==> config.mk <==
export PLATFORM = sky130hd
export DESIGN_NAME = mem_b_writer
export DESIGN_NICKNAME = d
export VERILOG_FILES = /design/src/rtl/mem_b_writer.sv
export SDC_FILE = /design/constraint.sdc
export NUM_CORES = 1
export LEC_CHECK = 0
export BUFFER_PORTS_ARGS = -buffer_cell sky130_fd_sc_hd__buf_2
export CAP_MARGIN = 20
export CORE_ASPECT_RATIO = 0.7
export CORE_UTILIZATION = 42
export CTS_CLUSTER_SIZE = 40
export DETAILED_ROUTE_END_ITERATION = 10
export GPL_ROUTABILITY_DRIVEN = 0
export PLACE_DENSITY = 0.71
export SLEW_MARGIN = 20
export SYNTH_ARGS = -nofsm -noshare
export SYNTH_HDL_FRONTEND = slang
export SYNTH_SLANG_ARGS = --single-unit
==> constraint.sdc <==
create_clock -name clk -period 2.3 [get_ports clk]
set_input_delay 0 -clock clk [delete_from_list [all_inputs] [get_ports clk]]
set_output_delay 0 -clock clk [all_outputs]
set_load 0.01 [all_outputs]
==> src/rtl/mem_b_writer.sv <==
// rtl/mem_b_writer.sv - Memory B writer: pairs source words and writes their absolute difference
//
// Purpose:
//   Consumes the Memory A word stream over a valid/ready handshake, groups
//   consecutive words into pairs and, for every pair, issues one Memory B
//   write of |first - second| at an internally counted address. A run covers
//   every Memory B address once (2^ADDR_W writes) and ends with a Done pulse.
//
// Ports:
//   clk       in   system clock, rising edge
//   Reset     in   synchronous active-low reset
//   Start     in   begin a run (honoured only while idle)
//   DataIn    in   [DATA_W] source word
//   InValid   in   DataIn valid
//   InReady   out  writer accepts DataIn
//   WEB       out  Memory B write enable, one-cycle pulse per write
//   AddrB     out  [ADDR_W] Memory B write address
//   DataOutB  out  [DATA_W] Memory B write data
//   Busy      out  run in progress (state other than IDLE)
//   Done      out  one-cycle pulse at run completion
//   Checksum  out  [DATA_W] modulo-2^DATA_W sum of the run's writes
//                  (present only with MEM_B_WRITER_CHECKSUM_EN defined)
//
// Optional feature macro: MEM_B_WRITER_CHECKSUM_EN

module mem_b_writer #(
    parameter int DATA_W = 8,
    parameter int ADDR_W = 2
) (
    input  logic              clk,
    input  logic              Reset,
    input  logic              Start,
    input  logic [DATA_W-1:0] DataIn,
    input  logic              InValid,
    output logic              InReady,
    output logic              WEB,
    output logic [ADDR_W-1:0] AddrB,
    output logic [DATA_W-1:0] DataOutB,
    output logic              Busy,
`ifdef MEM_B_WRITER_CHECKSUM_EN
    output logic [DATA_W-1:0] Checksum,
`endif
    output logic              Done
);

    typedef enum logic [2:0] {
        S_IDLE,
        S_GET_FIRST,
        S_GET_SECOND,
        S_WRITE,
        S_DONE
    } state_t;

    state_t            state;
    logic [DATA_W-1:0] first_q;
    logic [DATA_W-1:0] second_q;
    logic [DATA_W-1:0] out_q;
    logic [DATA_W-1:0] abs_diff;
    logic              last_addr;

    // Both operands are registered, so the write data has no path from the
    // inputs. The larger operand is always the minuend, so no overflow.
    assign abs_diff  = (first_q >= second_q) ? (first_q - second_q)
                                             : (second_q - first_q);
    assign last_addr = (AddrB == {ADDR_W{1'b1}});

    // Control outputs decode the registered state only.
    assign InReady = (state == S_GET_FIRST) || (state == S_GET_SECOND);
    assign WEB     = (state == S_WRITE);
    assign Busy    = (state != S_IDLE);
    assign Done    = (state == S_DONE);

    // During WRITE the fresh difference is presented; afterwards out_q keeps
    // it stable so DataOutB holds its last written value while the next
    // pair is being collected into first_q/second_q.
    assign DataOutB = (state == S_WRITE) ? abs_diff : out_q;

    always_ff @(posedge clk) begin
        if (!Reset) begin
            state    <= S_IDLE;
            first_q  <= '0;
            second_q <= '0;
            out_q    <= '0;
            AddrB    <= '0;
        end else begin
            case (state)
                S_IDLE: begin
                    if (Start) begin
                        AddrB <= '0;
                        state <= S_GET_FIRST;
                    end
                end
                S_GET_FIRST: begin
                    if (InValid) begin
                        first_q <= DataIn;
                        state   <= S_GET_SECOND;
                    end
                end
                S_GET_SECOND: begin
                    if (InValid) begin
                        second_q <= DataIn;
                        state    <= S_WRITE;
                    end
                end
                S_WRITE: begin
                    out_q <= abs_diff;
                    if (last_addr) begin
                        state <= S_DONE;
                    end else begin
                        AddrB <= AddrB + 1'b1;
                        state <= S_GET_FIRST;
                    end
                end
                S_DONE: begin
                    // Start is deliberately not examined here.
                    state <= S_IDLE;
                end
                default: begin
                    state <= S_IDLE;
                end
            endcase
        end
    end

`ifdef MEM_B_WRITER_CHECKSUM_EN
    // Accumulates on the WRITE edge, so the sum reflects a write in the
    // cycle after its WEB pulse and is final by the DONE cycle.
    always_ff @(posedge clk) begin
        if (!Reset) begin
            Checksum <= '0;
        end else if (state == S_IDLE && Start) begin
            Checksum <= '0;
        end else if (state == S_WRITE) begin
            Checksum <= Checksum + abs_diff;
        end
    end
`endif

endmodule
==> results.sh, run 1 <==
export IMPL_result_of_the_run="finished, violations left"
export IMPL_violations="negative setup slack"
export IMPL_setup_reg_to_reg_worst_slack_ns=0.10
export IMPL_synth_largest_area_cell="dfxtp_1"
export IMPL_max_cap_violations=0
export IMPL_post_place_ws_ns=0.0591
export IMPL_netlist_area_pre_place_mm2=0.00210
export IMPL_worst_r2r_path_depth=10
export IMPL_placedCellCount=344
export IMPL_dpl_instance_area_mm2=0.00225
export IMPL_cts_htree_levels=2
export IMPL_rsz0062_at_grt="yes"
export IMPL_syn_area_per_cell_um2=8.01
export IMPL_synth_net_count=292
export IMPL_detail_route_drc_violations=0
export IMPL_final_cell_area_mm2=0.00283
export IMPL_hold_start="Start"
export IMPL_detail_route_wl_per_cell_um=15.1
export IMPL_fin_crit_ns=2.41
export IMPL_clk_root_buffer_cell="clkbuf_8"
export IMPL_final_cell_mix="26 x nand2_1, 24 x buf_2, 23 x nor2_1"
export IMPL_async_flop_share_pct=0
export IMPL_pin_count_of_the_biggest_net_entering_global_routing=30
export IMPL_starting_density_of_the_core_pct=43.9
export IMPL_fin_crit_sh_pct=105
export IMPL_first_global_vias=1779
export IMPL_clkSlewWorstSetupHoldPaths_ns=0.07
export IMPL_timing_hold_worst_class="in2reg"
export IMPL_slew_limit_headroom_pct=69.2
export IMPL_fillerInstances=424
export IMPL_number_of_synthesized_flops_with_an_enable_pin=0
export IMPL_critPathLaunchType="flip-flop"
export IMPL_p_per_area_mw_per_mm2=553
export IMPL_setup_worst_path_class="reg2out"
export IMPL_critPathRequiredTime_ns=2.30
export IMPL_sequential_area_um2=599
export IMPL_fraction_of_layout_cells_with_a_size_suffix_above_1_pct=36.1
export IMPL_cts_tree="done"
export IMPL_maxSlewViolCount=0
export IMPL_grt_met2_usage_pct=31.6
export IMPL_total_power_mw=1.57
export IMPL_synth_lib_cells_used_distinct=52
export IMPL_yosys_top_cells_area="dfxtp_1 28%, ha_1 9.5%, a21oi_1 5.7%"
export IMPL_power_leakage_nw=1.09
export IMPL_clock_skew_final_ns=0.00329
export IMPL_multiInputGateArea_mm2=0.00161
export IMPL_detail_route_wirelength_um=5630
export IMPL_critPathMaxFanout=5
export IMPL_regToRegEndpoint="out_q[4]"
export IMPL_max_clock_freq_ghz=0.416
export IMPL_cts_sink_count=29
export IMPL_drtIter0Drc=132
export IMPL_grt_usage_pct=21.2
export IMPL_inserted_clock_buffers=5
export IMPL_actual_transition_at_the_worst_max_transition_pin_ns=0.461
export IMPL_antenna_violating_nets_post_route=0
export IMPL_port_buffers=25
export IMPL_layout_setup_ws_ns=-0.106
export IMPL_whs_endpoint="state[0]"
export IMPL_detailedPlacementHpwl_um=3530
export IMPL_pre_antenna_drt_iters=4
export IMPL_final_common_cell="nand2_1"
export IMPL_vias=2035
export IMPL_ys_dominant_reg_cell="dfxtp_1"
export IMPL_rr_startpoint="first_q[0]"
export IMPL_grtUsageMet1_pct=29.6
export IMPL_detail_route_vias_per_cell=5.44
export IMPL_globalRoute_totalOverflow=0
export IMPL_min_delay_path_depth=5
export IMPL_top_usage_layer="met2"
export IMPL_initial_antenna_violation_count=0
export IMPL_antenna_cells_inserted=0
export IMPL_synth_yosys_seq_area_share_pct=27.7
export IMPL_die_y_um=61.2
export IMPL_finalHoldViolations=0
export IMPL_irDropWorstVdd_uv=231
export IMPL_synthDominantCellAreaShare_pct=27.7
export IMPL_groute_layer_met3_usage_pct=4.96
export IMPL_kind_of_end_point_of_the_critical_path="primary output"
export IMPL_boundaryPins=26
export IMPL_die_area_mm2=0.00529
export IMPL_clockBufferDepth=2
export IMPL_dieWidth_um=86.5
export IMPL_synthesis_instances=262
export IMPL_synth_ff_latch_count=29
export IMPL_layout_overhead_on_the_synthesized_area_pct=34.9
export IMPL_core_area_mm2=0.00478
export IMPL_grt_first_pass_wirelength_um=8380
export IMPL_yosys_warnings=0
export IMPL_filler_free_cell_count_of_the_finished_design=374
export IMPL_nNetsFinal=334
export IMPL_final_setup_vio_count=5
export IMPL_cp_arrival_ns=2.41
export IMPL_worstSkewPairLatency_ns=0.29
export IMPL_row_count=21
## how the worst max path moves through the flow
stage / slack (ns) / end / depth (start not counted) / from
after CTS: -0.08 / DataOutB[1] / 9 / first_q[0]
after floorplan: 0.26 / out_q[7] / 7 / first_q[1]
after detailed placement: 0.06 / DataOutB[7] / 8 / first_q[2]
after global placement: 0.11 / DataOutB[7] / 8 / first_q[2]
final: -0.11 / DataOutB[1] / 9 / first_q[0]
after global routing: -0.20 / DataOutB[1] / 9 / first_q[0]
## logic make-up after synthesis
family	share of synthesized area [%]
adder cells (fa/ha/maj)	11.4
flip-flops	27.7
AO/OA/AOI/OAI	19.5
multiplexers	2.20
AND/OR/NAND/NOR	30.9
buffers and inverters	7.45
XOR/XNOR	0.834
## power breakdown
part / switching [mW] / internal [mW]
logic: 0.234 / 0.216
registers: 0.0196 / 0.519
clock network: 0.226 / 0.352
## cell usage after synthesis (4+ instances only)
cell type,instances
dfxtp_1,29
nand2_1,26
a21oi_1,24
nor2_1,23
inv_1,17
ha_1,16
a21boi_0,10
nor2b_1,10
o21ai_0,9
buf_2,8
and3_1,7
nand3b_1,7
nor3_1,7
or3_1,5
clkbuf_1,4
nor4b_1,4
## worst max-delay path, cell delays in order, from the launching register on
cell	delay, ns
dfxtp_2	0.35
inv_2	0.05
ha_4	0.15
fa_2	0.34
nand3b_1	0.26
a31oi_4	0.28
nor3_4	0.10
mux2i_2	0.18
mux2_4	0.28
buf_6	0.12
## layer usage
metal / vias to the layer above / wire [um]
li1: 995 / -
met1: 949 / 2570
met2: 76 / 2510
met3: 15 / 425
met4: 0 / 127
met5: - / 0
## area by class of cell
class,instances,area share (%)
Tap cell,69,3.05
Multi-Input combinational cell,201,56.8
Clock inverter,2,1.33
Clock buffer,6,2.92
Sequential cell,29,21.2
Inverter,17,2.47
Timing Repair Buffer,50,12.3
## sequential cells by signal, indices dropped and copies added, names as in the netlist
| signal | count |
|---|---|
| second_q | 8 |
| AddrB | 2 |
| out_q | 8 |
| state | 3 |
| first_q | 8 |
## repair_timing
item                                    in CTS  in global routing
cloned                                       1                  0
endpoints found under the hold margin       16                  0
hold buffers                                 8                  0
pin swaps                                    7                 12
buffers inserted                             6                  7
endpoints found under the setup margin       7                  8
resized for setup                           25                 44
## per-stage QoR
stage                     hold slack [ns]  setup TNS [ns]  util, %
after floorplan                     0.145               0        -
after global placement              0.270               0     47.0
after detailed placement            0.276               0     47.0
after CTS                          0.0806          -0.255     54.2
after global routing                0.140           -1.05     59.2
final                              0.0826          -0.222     59.2
Note: power is estimated with default switching activity, not from simulation.
==> run 2: changes to the inputs <==
GPL_TIMING_DRIVEN = 0   (was unset)
==> run 2 against run 1 <==
  * The run still ends with negative setup slack left
  * Core utilization increased by 3.1 points
  * Largest power group unchanged
  * Non-clock buffer count increased by 18
  * Setup slack got worse by 0.013 ns
  * Clock-buffer cell count unchanged
  * Critical path depth unchanged
==> results.sh, run 2 (synthesis results as in run 1) <==
export IMPL_result_of_the_run="finished, violations left"
export IMPL_violations="negative setup slack"
export IMPL_slew_limit_headroom_pct=33.5
export IMPL_boundaryPins=26
export IMPL_final_common_cell="buf_2"
export IMPL_grt_usage_pct=22.1
export IMPL_timing_critical_path_slowest_cell_delay_ns=0.34
export IMPL_globalRoute_totalOverflow=0
export IMPL_nNetsFinal=352
export IMPL_layout_overhead_on_the_synthesized_area_pct=42.0
export IMPL_rsz0062_at_grt="yes"
export IMPL_setup_worst_path_class="reg2out"
export IMPL_critPathRequiredTime_ns=2.30
export IMPL_port_buffers=24
export IMPL_row_count=21
export IMPL_cts_htree_levels=2
export IMPL_initial_antenna_violation_count=0
export IMPL_first_global_vias=1850
export IMPL_antenna_cells_inserted=0
export IMPL_worst_r2r_path_depth=10
export IMPL_whs_endpoint="state[0]"
export IMPL_dpl_instance_area_mm2=0.00231
export IMPL_filler_free_cell_count_of_the_finished_design=392
export IMPL_cts_tree="done"
export IMPL_detailedPlacementHpwl_um=3770
export IMPL_critical_path_cell_chain="inv_2, ha_4, fa_2, nand3b_1, a31oi_4, nor3_4, mux2i_2, mux2_4, buf_6"
export IMPL_layout_setup_ws_ns=-0.119
export IMPL_path_depth=9
export IMPL_max_clock_freq_ghz=0.413
export IMPL_setup_reg_to_reg_worst_slack_ns=0
export IMPL_inserted_clock_buffers=5
export IMPL_startpoint="first_q[0]"
export IMPL_regToRegEndpoint="out_q[1]"
export IMPL_finalHoldViolations=0
export IMPL_cts_sink_count=29
export IMPL_clk_root_buffer_cell="clkbuf_8"
export IMPL_detail_route_drc_violations=0
export IMPL_dieWidth_um=86.5
export IMPL_pre_antenna_drt_iters=5
export IMPL_die_area_mm2=0.00529
export IMPL_clockBufferDepth=2
export IMPL_maxSlewViolCount=0
export IMPL_critical_path_top_delay_family="adder cells"
export IMPL_critical_path_slowest_cell="dfxtp_2"
export IMPL_rr_startpoint="first_q[0]"
export IMPL_fraction_of_layout_cells_with_a_size_suffix_above_1_pct=39.9
export IMPL_actual_transition_at_the_worst_max_transition_pin_ns=0.990
export IMPL_detail_route_wirelength_um=6860
export IMPL_timing_hold_worst_class="in2reg"
export IMPL_vias=2174
export IMPL_p_per_area_mw_per_mm2=539
export IMPL_placedCellCount=355
export IMPL_hold_start="Start"
export IMPL_clock_skew_final_ns=0.00177
export IMPL_kind_of_end_point_of_the_critical_path="primary output"
export IMPL_clkSlewWorstSetupHoldPaths_ns=0.07
export IMPL_irDropWorstVdd_uv=338
export IMPL_drtIter0Drc=200
export IMPL_critPathLaunchType="flip-flop"
export IMPL_grt_first_pass_wirelength_um=8760
export IMPL_reg_largest_list="first_q: 8 flops, out_q: 8 flops, second_q: 8 flops"
export IMPL_fillerInstances=403
export IMPL_critPathMaxFanout=3
export IMPL_worstSkewPairLatency_ns=0.29
export IMPL_fin_crit_sh_pct=105
export IMPL_detail_route_vias_per_cell=5.55
export IMPL_detail_route_wl_per_cell_um=17.5
export IMPL_starting_density_of_the_core_pct=43.9
export IMPL_power_leakage_nw=1.19
export IMPL_max_cap_violations=0
export IMPL_core_area_mm2=0.00478
export IMPL_min_delay_path_depth=5
export IMPL_pin_count_of_the_biggest_net_entering_global_routing=11
export IMPL_final_cell_mix="29 x buf_2, 26 x nand2_1, 23 x nor2_1"
export IMPL_sum_of_negative_setup_slack_ns=-0.283
export IMPL_final_cell_area_mm2=0.00298
export IMPL_die_y_um=61.2
export IMPL_antenna_violating_nets_post_route=0
export IMPL_fin_crit_ns=2.42
export IMPL_final_setup_vio_count=5
export IMPL_worstPathBufferInverterCount=2
export IMPL_cp_arrival_ns=2.42
==> run 2: cell types whose count changed in the layout (fill, tap and decap cells not counted), moves of 2 or more <==
cell      before  now
inv_2          2    5
buf_4         15   19
ha_1           8   10
clkbuf_1       0    4
a21oi_4        4    6
buf_2         24   29
o21ai_2        0    2
buf_6          2    6
==> run 2: final cells by class <==
| class | count | area (um^2) | area share [%] |
|---|---|---|---|
| multi-input cells | 201 | 1650 | 55.2 |
| flip-flops and latches | 29 | 596 | 20.0 |
| repair buffers | 52 | 362 | 12.1 |
| plain buffers | 16 | 109 | 3.65 |
| well taps | 69 | 86.3 | 2.90 |
| clock buffers | 6 | 82.6 | 2.77 |
| inverters | 17 | 63.8 | 2.14 |
| clock inverters | 2 | 37.5 | 1.26 |
==> run 2: metrics by stage <==
stage	hold slack [ns]	total power, mW	setup slack (ns)	util, %
4_1_cts	0.0849	1.51	-0.0417	57.9
2_1_floorplan	0.145	0.775	0.258	-
3_3_place_gp	0.263	0.851	0.0438	48.2
3_5_place_dp	0.274	0.856	0.0138	48.2
5_1_grt	0.113	1.66	-0.143	62.3
6_report	0.0915	1.61	-0.119	62.3
==> run 2: worst min-delay path: stages <==
cell,delay (ns)
buf_2,0.09
o21ai_0,0.06
nor2_1,0.08
a21oi_1,0.04
nor2_1,0.07
==> run 2: power breakdown <==
| part | leakage, nW | internal [mW] | switching, mW |
|---|---|---|---|
| clock | 0.0574 | 0.352 | 0.222 |
| combinational | 0.888 | 0.227 | 0.274 |
| sequential | 0.240 | 0.520 | 0.0114 |
| total | 1.19 | 1.10 | 0.508 |
==> run 2: worst max-delay path by stage <==
stage                  endpoint  slack, ns
finish              DataOutB[1]      -0.12
floorplan              out_q[7]       0.26
CTS                 DataOutB[1]      -0.04
global route        DataOutB[1]      -0.14
global placement    DataOutB[1]       0.04
detailed placement     out_q[7]       0.01
==> run 2: repair_timing <==
item	4_1_cts	5_1_grt
pin swaps	14	19
hold endpoints to repair	14	0
gates resized for setup	44	34
gates cloned	1	0
hold buffers	8	0
buffers inserted	11	9
setup endpoints to repair	8	8
==> run 2: layer usage <==
metal / share of wire [%] / GRT usage [%]
met4: 4.0 / 8.57
met1: 45 / 30.4
met5: 0 / 0
met2: 45 / 34.9
met3: 6.0 / 4.02
